## src/rtl/conv_pkg.sv

```systemverilog
// Shared widths, types and small helpers for the window address generator.
package conv_pkg;

    localparam int ADDR_W   = 4;
    localparam int FSIZE_W  = 4;
    localparam int STRIDE_W = 3;
    localparam int NUM_FILT = 4;
    localparam int FADDR_W  = 6;

    localparam int ROW_LEN  = 1 << ADDR_W;
    localparam int FIDX_W   = (NUM_FILT > 1) ? $clog2(NUM_FILT) : 1;
    // Window-end sums are formed two bits wider than the row address so they never wrap.
    localparam int SUM_W    = ADDR_W + 2;

    typedef logic [ADDR_W-1:0]   if_addr_t;
    typedef logic [FADDR_W-1:0]  filt_addr_t;
    typedef logic [FSIZE_W-1:0]  fsize_t;
    typedef logic [STRIDE_W-1:0] stride_t;
    typedef logic [FIDX_W-1:0]   filt_idx_t;
    typedef logic [SUM_W-1:0]    sum_t;

    // A zero filter size is meaningless; treat it as a single-element window.
    function automatic fsize_t nz_fsize(input fsize_t v);
        return (v == '0) ? fsize_t'(1) : v;
    endfunction

    // A zero stride would never advance; treat it as a stride of one.
    function automatic stride_t nz_stride(input stride_t v);
        return (v == '0) ? stride_t'(1) : v;
    endfunction

    // True when a window of this size cannot fit even at the start of the row.
    function automatic logic too_wide(input fsize_t f);
        return sum_t'(f) > sum_t'(ROW_LEN);
    endfunction

endpackage

```

## src/rtl/window_addr_gen_if.sv

```systemverilog
// Command / status bundle between window_addr_gen and main_controller.
interface window_addr_gen_if;
    import conv_pkg::*;

    logic       ld_stride;
    logic       ld_filterSize;
    stride_t    stride_in;
    fsize_t     fsize_in;
    logic       put_data;
    logic       next_filter;
    logic       next_row;

    if_addr_t   if_raddr;
    filt_addr_t filt_raddr;
    logic       co_filter;
    logic       end_of_row;
    logic       end_of_filter;
    logic       row_done;

    // Controller side: issues commands, observes addresses and flags.
    modport master (
        output ld_stride, ld_filterSize, stride_in, fsize_in,
               put_data, next_filter, next_row,
        input  if_raddr, filt_raddr, co_filter, end_of_row, end_of_filter, row_done
    );

    // Generator side.
    modport slave (
        input  ld_stride, ld_filterSize, stride_in, fsize_in,
               put_data, next_filter, next_row,
        output if_raddr, filt_raddr, co_filter, end_of_row, end_of_filter, row_done
    );

endinterface

```

## src/rtl/window_counter.sv

```systemverilog
// Element index k within the current window and the window base address.
// Advances on step; wraps k and moves the base by stride at the last element.
module window_counter
    import conv_pkg::*;
(
    input  logic     clk,
    input  logic     rst,
    input  logic     clr,
    input  logic     step,
    input  fsize_t   fsize,
    input  stride_t  stride,
    output if_addr_t win_base,
    output fsize_t   k,
    output logic     win_done
);

    logic last;

    assign last     = (k == fsize - fsize_t'(1));
    assign win_done = step & last;

    // Restart on clr; otherwise step through elements, then slide the window.
    always_ff @(posedge clk or posedge rst) begin
        if (rst) begin
            k        <= '0;
            win_base <= '0;
        end else if (clr) begin
            k        <= '0;
            win_base <= '0;
        end else if (step) begin
            if (last) begin
                k        <= '0;
                win_base <= win_base + if_addr_t'(stride);
            end else begin
                k        <= k + fsize_t'(1);
            end
        end
    end

endmodule

```

## src/rtl/window_addr_gen.sv

```systemverilog
// Sliding-window address generator for one IFMap row across all resident filters.
// Holds stride/size configuration, filter index, end-of-row status and the command priority
// (load > next_row > next_filter > put_data).
module window_addr_gen
    import conv_pkg::*;
(
    input logic               clk,
    input logic               rst,
    window_addr_gen_if.slave  bus
);

    stride_t   stride_r;
    fsize_t    fsize_r;
    filt_idx_t filt_idx;
    logic      eor_r;
    logic      eor_nxt;
    logic      row_done_r;

    logic      cmd_ld;
    logic      cmd_row;
    logic      cmd_filt;
    logic      cmd_clr;
    logic      step;

    if_addr_t  win_base;
    fsize_t    k;
    logic      win_done;

    fsize_t    fsize_nxt;
    sum_t      next_end;

    // Priority decode: a higher command masks everything below it.
    assign cmd_ld   = bus.ld_stride | bus.ld_filterSize;
    assign cmd_row  = ~cmd_ld & bus.next_row;
    assign cmd_filt = ~cmd_ld & ~bus.next_row & bus.next_filter;
    assign cmd_clr  = cmd_ld | bus.next_row | bus.next_filter;
    assign step     = ~cmd_clr & bus.put_data & ~eor_r;

    // Size that will be in force after this cycle, used for the post-load row check.
    assign fsize_nxt = bus.ld_filterSize ? nz_fsize(bus.fsize_in) : fsize_r;

    // End of the window following the one just completed, in the wide sum domain.
    assign next_end = sum_t'(win_base) + sum_t'(stride_r) + sum_t'(fsize_r);

    window_counter u_cnt (
        .clk      (clk),
        .rst      (rst),
        .clr      (cmd_clr),
        .step     (step),
        .fsize    (fsize_r),
        .stride   (stride_r),
        .win_base (win_base),
        .k        (k),
        .win_done (win_done)
    );

    // Configuration registers; zero loads are promoted to one.
    always_ff @(posedge clk or posedge rst) begin
        if (rst) begin
            stride_r <= stride_t'(1);
            fsize_r  <= fsize_t'(1);
        end else begin
            if (bus.ld_stride)     stride_r <= nz_stride(bus.stride_in);
            if (bus.ld_filterSize) fsize_r  <= nz_fsize(bus.fsize_in);
        end
    end

    // Filter index: cleared by load/next_row, advanced with wrap by next_filter.
    always_ff @(posedge clk or posedge rst) begin
        if (rst) begin
            filt_idx <= '0;
        end else if (cmd_ld || cmd_row) begin
            filt_idx <= '0;
        end else if (cmd_filt) begin
            if (filt_idx == filt_idx_t'(NUM_FILT - 1)) filt_idx <= '0;
            else                                       filt_idx <= filt_idx + filt_idx_t'(1);
        end
    end

    // Next end-of-row value: re-evaluated on restart, or looked ahead on window completion.
    always_comb begin
        eor_nxt = eor_r;
        if (cmd_ld)                        eor_nxt = too_wide(fsize_nxt);
        else if (cmd_row || cmd_filt)      eor_nxt = too_wide(fsize_r);
        else if (win_done)                 eor_nxt = next_end > sum_t'(ROW_LEN);
    end

    // End-of-row flag and the one-cycle row-done acknowledge.
    always_ff @(posedge clk or posedge rst) begin
        if (rst) begin
            eor_r      <= 1'b0;
            row_done_r <= 1'b0;
        end else begin
            eor_r      <= eor_nxt;
            row_done_r <= cmd_row;
        end
    end

    assign bus.if_raddr      = win_base + if_addr_t'(k);
    assign bus.filt_raddr    = filt_addr_t'(filt_idx) * filt_addr_t'(fsize_r) + filt_addr_t'(k);
    assign bus.co_filter     = win_done;
    assign bus.end_of_row    = eor_r;
    assign bus.end_of_filter = (filt_idx == filt_idx_t'(NUM_FILT - 1));
    assign bus.row_done      = row_done_r;

endmodule

```

## src/flat_wrapper.sv

```systemverilog
// flat-port wrapper written by rule: the top's interface ports become plain ports
module window_addr_gen_flat import conv_pkg::*;
  (clk, rst, bus_ld_stride, bus_ld_filterSize, bus_stride_in, bus_fsize_in, bus_put_data, bus_next_filter, bus_next_row, bus_if_raddr, bus_filt_raddr, bus_co_filter, bus_end_of_row, bus_end_of_filter, bus_row_done);
  window_addr_gen_if bus_i ();
  input logic clk;
  input logic rst;
  input wire logic [$bits(bus_i.ld_stride)-1:0] bus_ld_stride;
  input wire logic [$bits(bus_i.ld_filterSize)-1:0] bus_ld_filterSize;
  input wire logic [$bits(bus_i.stride_in)-1:0] bus_stride_in;
  input wire logic [$bits(bus_i.fsize_in)-1:0] bus_fsize_in;
  input wire logic [$bits(bus_i.put_data)-1:0] bus_put_data;
  input wire logic [$bits(bus_i.next_filter)-1:0] bus_next_filter;
  input wire logic [$bits(bus_i.next_row)-1:0] bus_next_row;
  output wire logic [$bits(bus_i.if_raddr)-1:0] bus_if_raddr;
  output wire logic [$bits(bus_i.filt_raddr)-1:0] bus_filt_raddr;
  output wire logic [$bits(bus_i.co_filter)-1:0] bus_co_filter;
  output wire logic [$bits(bus_i.end_of_row)-1:0] bus_end_of_row;
  output wire logic [$bits(bus_i.end_of_filter)-1:0] bus_end_of_filter;
  output wire logic [$bits(bus_i.row_done)-1:0] bus_row_done;
  assign bus_i.ld_stride = bus_ld_stride;
  assign bus_i.ld_filterSize = bus_ld_filterSize;
  assign bus_i.stride_in = bus_stride_in;
  assign bus_i.fsize_in = bus_fsize_in;
  assign bus_i.put_data = bus_put_data;
  assign bus_i.next_filter = bus_next_filter;
  assign bus_i.next_row = bus_next_row;
  assign bus_if_raddr = bus_i.if_raddr;
  assign bus_filt_raddr = bus_i.filt_raddr;
  assign bus_co_filter = bus_i.co_filter;
  assign bus_end_of_row = bus_i.end_of_row;
  assign bus_end_of_filter = bus_i.end_of_filter;
  assign bus_row_done = bus_i.row_done;
  window_addr_gen u_core (.clk(clk), .rst(rst), .bus(bus_i));
endmodule
```

## config.mk

```make
export PLATFORM = sky130hd
export DESIGN_NAME = window_addr_gen_flat
export DESIGN_NICKNAME = d
export VERILOG_FILES = /design/src/rtl/conv_pkg.sv /design/src/rtl/window_addr_gen_if.sv /design/src/rtl/window_counter.sv /design/src/rtl/window_addr_gen.sv /design/src/flat_wrapper.sv
export SDC_FILE = /design/constraint.sdc
export NUM_CORES = 1
export LEC_CHECK = 0
export CAP_MARGIN = 20
export CORE_UTILIZATION = 30
export CTS_BUF_LIST = sky130_fd_sc_hd__clkbuf_8 sky130_fd_sc_hd__clkbuf_16
export CTS_CLUSTER_SIZE = 10
export DETAILED_ROUTE_END_ITERATION = 7
export GPL_ROUTABILITY_DRIVEN = 0
export PLACE_DENSITY = 0.47
export SKIP_LAST_GASP = 1
export SLEW_MARGIN = 15
export SYNTH_ARGS = -nofsm -noshare
export SYNTH_HDL_FRONTEND = slang
export SYNTH_SLANG_ARGS = --single-unit
```

## constraint.sdc

```tcl
create_clock -name clk -period 3.9 [get_ports clk]
set_input_delay 0.585 -clock clk [delete_from_list [all_inputs] [get_ports clk]]
set_output_delay 0.585 -clock clk [all_outputs]
set_load 0.01 [all_outputs]
```

==> run summary <==
The fraction of power consumed by the clock network is 29.5%. The largest delay contributor family on the critical path was adder cells. The count of warnings emitted by yosys is 0. Entering global routing, the biggest net connects 20 pins. In this run, synthesis inferred 0 flip-flops with an integrated enable.

Sequential cells burn 46.9% of the power. The cell at the slowest stage of the critical path was sky130_fd_sc_hd__dfstp_2. The flow ran to the end, and the final reports show no timing, DRC or antenna violations. In this run the horizontal extent of the chip is 75.9 µm. For this run, the register share of the synthesized area comes to 29.1%.

The tools report the data required time at the worst endpoint as 3310 ps. TritonCTS built the clock tree. The share of synthesized area in the top cell type comes to 25.9%. The type of the worst min-delay path was reg -> reg. The total power density per cell area works out to 229 mW/mm². For the number of global-route vias before repair, the log shows 1356.

The number of distinct library cell variants in the gate-level netlist after synthesis came out at 35. The total area inside the core boundary comes to 0.00517 mm². The pin slew with the least headroom to its limit came out at 782 ps. The tools report the internal power as 328 µW.

In the final routed layout, each cell accounts on average for 13.7 µm. The count of buffers from port buffering works out to 27. Of the total power, combinational logic draws 23.7%.

Global routing used 13.6% of the available tracks across all layers. The die covers 0.00577 mm². After clock tree synthesis, the flow added hold-fix buffers numbering 0. The worst setup path is launched from a flip-flop. Clock-pin slew was measured on the worst setup and hold paths at 70 ps.

For the final database, setup skew stands at 1.29 ps. Static timing analysis puts the maximum clock frequency at 0.286 GHz. The floorplan has 26 rows. For this design the top-level I/O count stands at 28. The run gives 0 as the buffers inserted during post-CTS setup optimization. Cells with a size suffix above 1 make up 8.25% of the layout. The critical path contains buffers and inverters numbering 3 combined. The clock sink count is 19, and the effective utilization at floorplan is 31.7%. The first TritonRoute pass finished after 4 iterations. The worst setup path is captured at an output pin. The tools report the final count of negative-setup-slack endpoints as 0. For this run, the leading register cell type out of synthesis is sky130_fd_sc_hd__dfrtp_1.

The number of antenna violations at the first check in global routing came out at 0. TritonCTS created 3 clock buffers. The tools report the maximum buffer depth of the clock tree as 2. After clock tree synthesis, the repair step resized 0 gates.

Synthesis produced a netlist whose cell count is 175. The max capacitance violation total is 0. From synthesis to final layout, the design area changed by 24.1%. The per-instance average area after synthesis is 9.37 µm², and the maximum VDD drop is 94.9 µV. The logs give 6200 µm for the wire length of the first global-routing pass and 250 ps for the clock insertion delay at the later pin of the skew report. At the worst endpoint, the arrival time is 2920 ps.

Total power for the finished layout comes to 465 µW. The largest total area in the synthesized netlist belongs to sky130_fd_sc_hd__dfrtp_1. After filler insertion, the fill cell instance count of the layout stands at 516. The routed via count is 1296, and the post-detailed-route via-to-cell ratio is 4.70. The final-report max-slew violation count is 0, and the antenna diode count is 0. By startpoint and endpoint, the worst setup path is classified as reg -> out.

Aggregate negative setup slack: 0 ps. The highest net fanout along the worst path is 6. After detailed placement, the total cell area comes to 0.00199 mm². Setup repair after global routing left no endpoint under its margin. In this run, synthesis produced a sequential element count of 19.

The post-layout net count is 247, and the netlist area before placement is 0.00164 mm². The number of nets handed over by synthesis was 215. The net switching share of the total power is 29.5%, and the residual DRC count is 0.

Dominant cell by count in the synthesized netlist: sky130_fd_sc_hd__inv_1. The critical path goes through nand2_1, fa_1, inv_1, ha_1, inv_1, fa_1, nor2b_1, o21ai_0, nand2b_1, clkdlybuf4s50_1. The area of all placed cells without fillers was 0.00204 mm². After synthesis, the most frequently instantiated cells are 22 x sky130_fd_sc_hd__inv_1, 21 x sky130_fd_sc_hd__nand2_1, 19 x sky130_fd_sc_hd__ha_1, 17 x sky130_fd_sc_hd__dfrtp_1, 11 x sky130_fd_sc_hd__o21ai_0. After synthesis, the share of flip-flops with an asynchronous set or reset is 100%. The run gives 0 as the final-report hold violation count. Sum of overflow across all layers after global routing: 0. Sorting the synthesized cells by area gives the leading types as sky130_fd_sc_hd__dfrtp_1 26%, sky130_fd_sc_hd__ha_1 14%, sky130_fd_sc_hd__fa_1 8.5%.

The tools report the half-perimeter wire length after placement as 3140 µm. In this run the clock root is driven by a sky130_fd_sc_hd__clkbuf_8. The first-iteration detailed-routing DRC count is 40.

Dividing the final minimum period by the clock period gives 89.8%. The H-tree depth reported by CTS came out at 1. The number of nets with antenna violations after routing is 0. In this design, the stage delay of the slowest critical-path cell is 600 ps. For this design the static power due to leakage is 0.000943 µW. For the relative slew slack, the log shows 47.8%. For this block, the routed nets add up to 3790 µm of wire. The minimum period implied by the final worst setup slack was 3500 ps. The vertical die dimension came out at 75.9 µm. The analysis attributes to net switching a power of 137 µW.
## final timing paths
check	slack (ps)	end	startpoint	depth (start not counted)
max reg2reg	840	u_core.bus.end_of_row$_DFFE_PP0P_	u_core.stride_r[0]$_DFFE_PP1P_	10
min in group asynchronous	770	u_core.stride_r[2]$_DFFE_PP0P_	rst	2
max	400	bus_filt_raddr[5]	u_core.fsize_r[0]$_DFFE_PP1P_	10
max in group asynchronous	2640	u_core.fsize_r[1]$_DFFE_PP0P_	rst	2
min	520	u_core.stride_r[0]$_DFFE_PP1P_	u_core.stride_r[0]$_DFFE_PP1P_	2
min reg2reg	520	u_core.stride_r[0]$_DFFE_PP1P_	u_core.stride_r[0]$_DFFE_PP1P_	2
## cells by family after synthesis
kind of cell / Yosys count / share of synthesized area [%]
compound gates: 29 / 10.4
xor+xnor: 14 / 7.93
fa+ha+maj: 26 / 23.0
buf+inv: 24 / 6.41
flops: 19 / 29.1
mux: 5 / 3.28
simple gates: 58 / 19.8
## cell type report
cell class,instances,area [µm²],share of cell area (%)
repair buffers,29,285,14.0
clock inverters,1,3.75,0.184
well taps,70,87.6,4.30
flip-flops and latches,19,478,23.5
inverters,22,82.6,4.06
clock buffers,3,41.3,2.03
multi-input cells,132,1060,51.9
## placed cells by master, fill, tap and decap left out, types with 4 or more instances in the layout
master,synthesis,final
sky130_fd_sc_hd__clkdlybuf4s50_1,0,27
sky130_fd_sc_hd__nor2_1,6,6
sky130_fd_sc_hd__nand2_1,21,21
sky130_fd_sc_hd__fa_1,7,7
sky130_fd_sc_hd__o21ai_0,11,11
sky130_fd_sc_hd__nand2b_1,4,4
sky130_fd_sc_hd__dfrtp_1,17,17
sky130_fd_sc_hd__xnor2_1,9,9
sky130_fd_sc_hd__inv_1,22,23
sky130_fd_sc_hd__nor4_1,4,4
sky130_fd_sc_hd__ha_1,19,19
sky130_fd_sc_hd__xor2_1,4,4
sky130_fd_sc_hd__nor3_1,4,4
sky130_fd_sc_hd__a21oi_1,7,7
## metrics by stage
step | hold WS [ps] | util (%) | instances | setup WS [ps]
after floorplan | 483 | - | 175 | 1270
after global placement | 505 | 38.5 | 272 | 650
after detailed placement | 511 | 38.5 | 272 | 619
after CTS | 522 | 39.4 | 276 | 366
after global routing | 552 | 39.4 | 276 | 235
final | 518 | 39.4 | 276 | 400
## tightest hold or removal path, delay by kind of cell, from the launching register on
family	cells	cell delay, ps
flops	1	380
simple gates	1	90
compound gates	1	50
## power groups by stage
stage                     combinational [µW]  clock (µW)  sequential, µW
final                                    110         137             218
after global routing                     122         148             220
after CTS                                111         140             219
after detailed placement                 111           0             222
after global placement                   105           0             222
after floorplan                         75.2           0             218
## per-layer routing
layer | track usage, % | up-vias | part of all wire (%)
li1 | - | 651 | -
met1 | 16.4 | 624 | 45
met2 | 24.7 | 17 | 52
met3 | 1.45 | 4 | 2.0
met4 | 5.00 | 0 | 1.3
met5 | 0 | - | 0
## flip-flops by register name, summed over array words and instances, names as in the netlist
register and cells:
u_core.bus.end_of_row 1, u_core.bus.row_done 1, u_core.filt_idx 2, u_core.fsize_r 4, u_core.stride_r 3, u_core.u_cnt.k 4
u_core.u_cnt.win_base 4
Power figures use the tool's default switching activity.
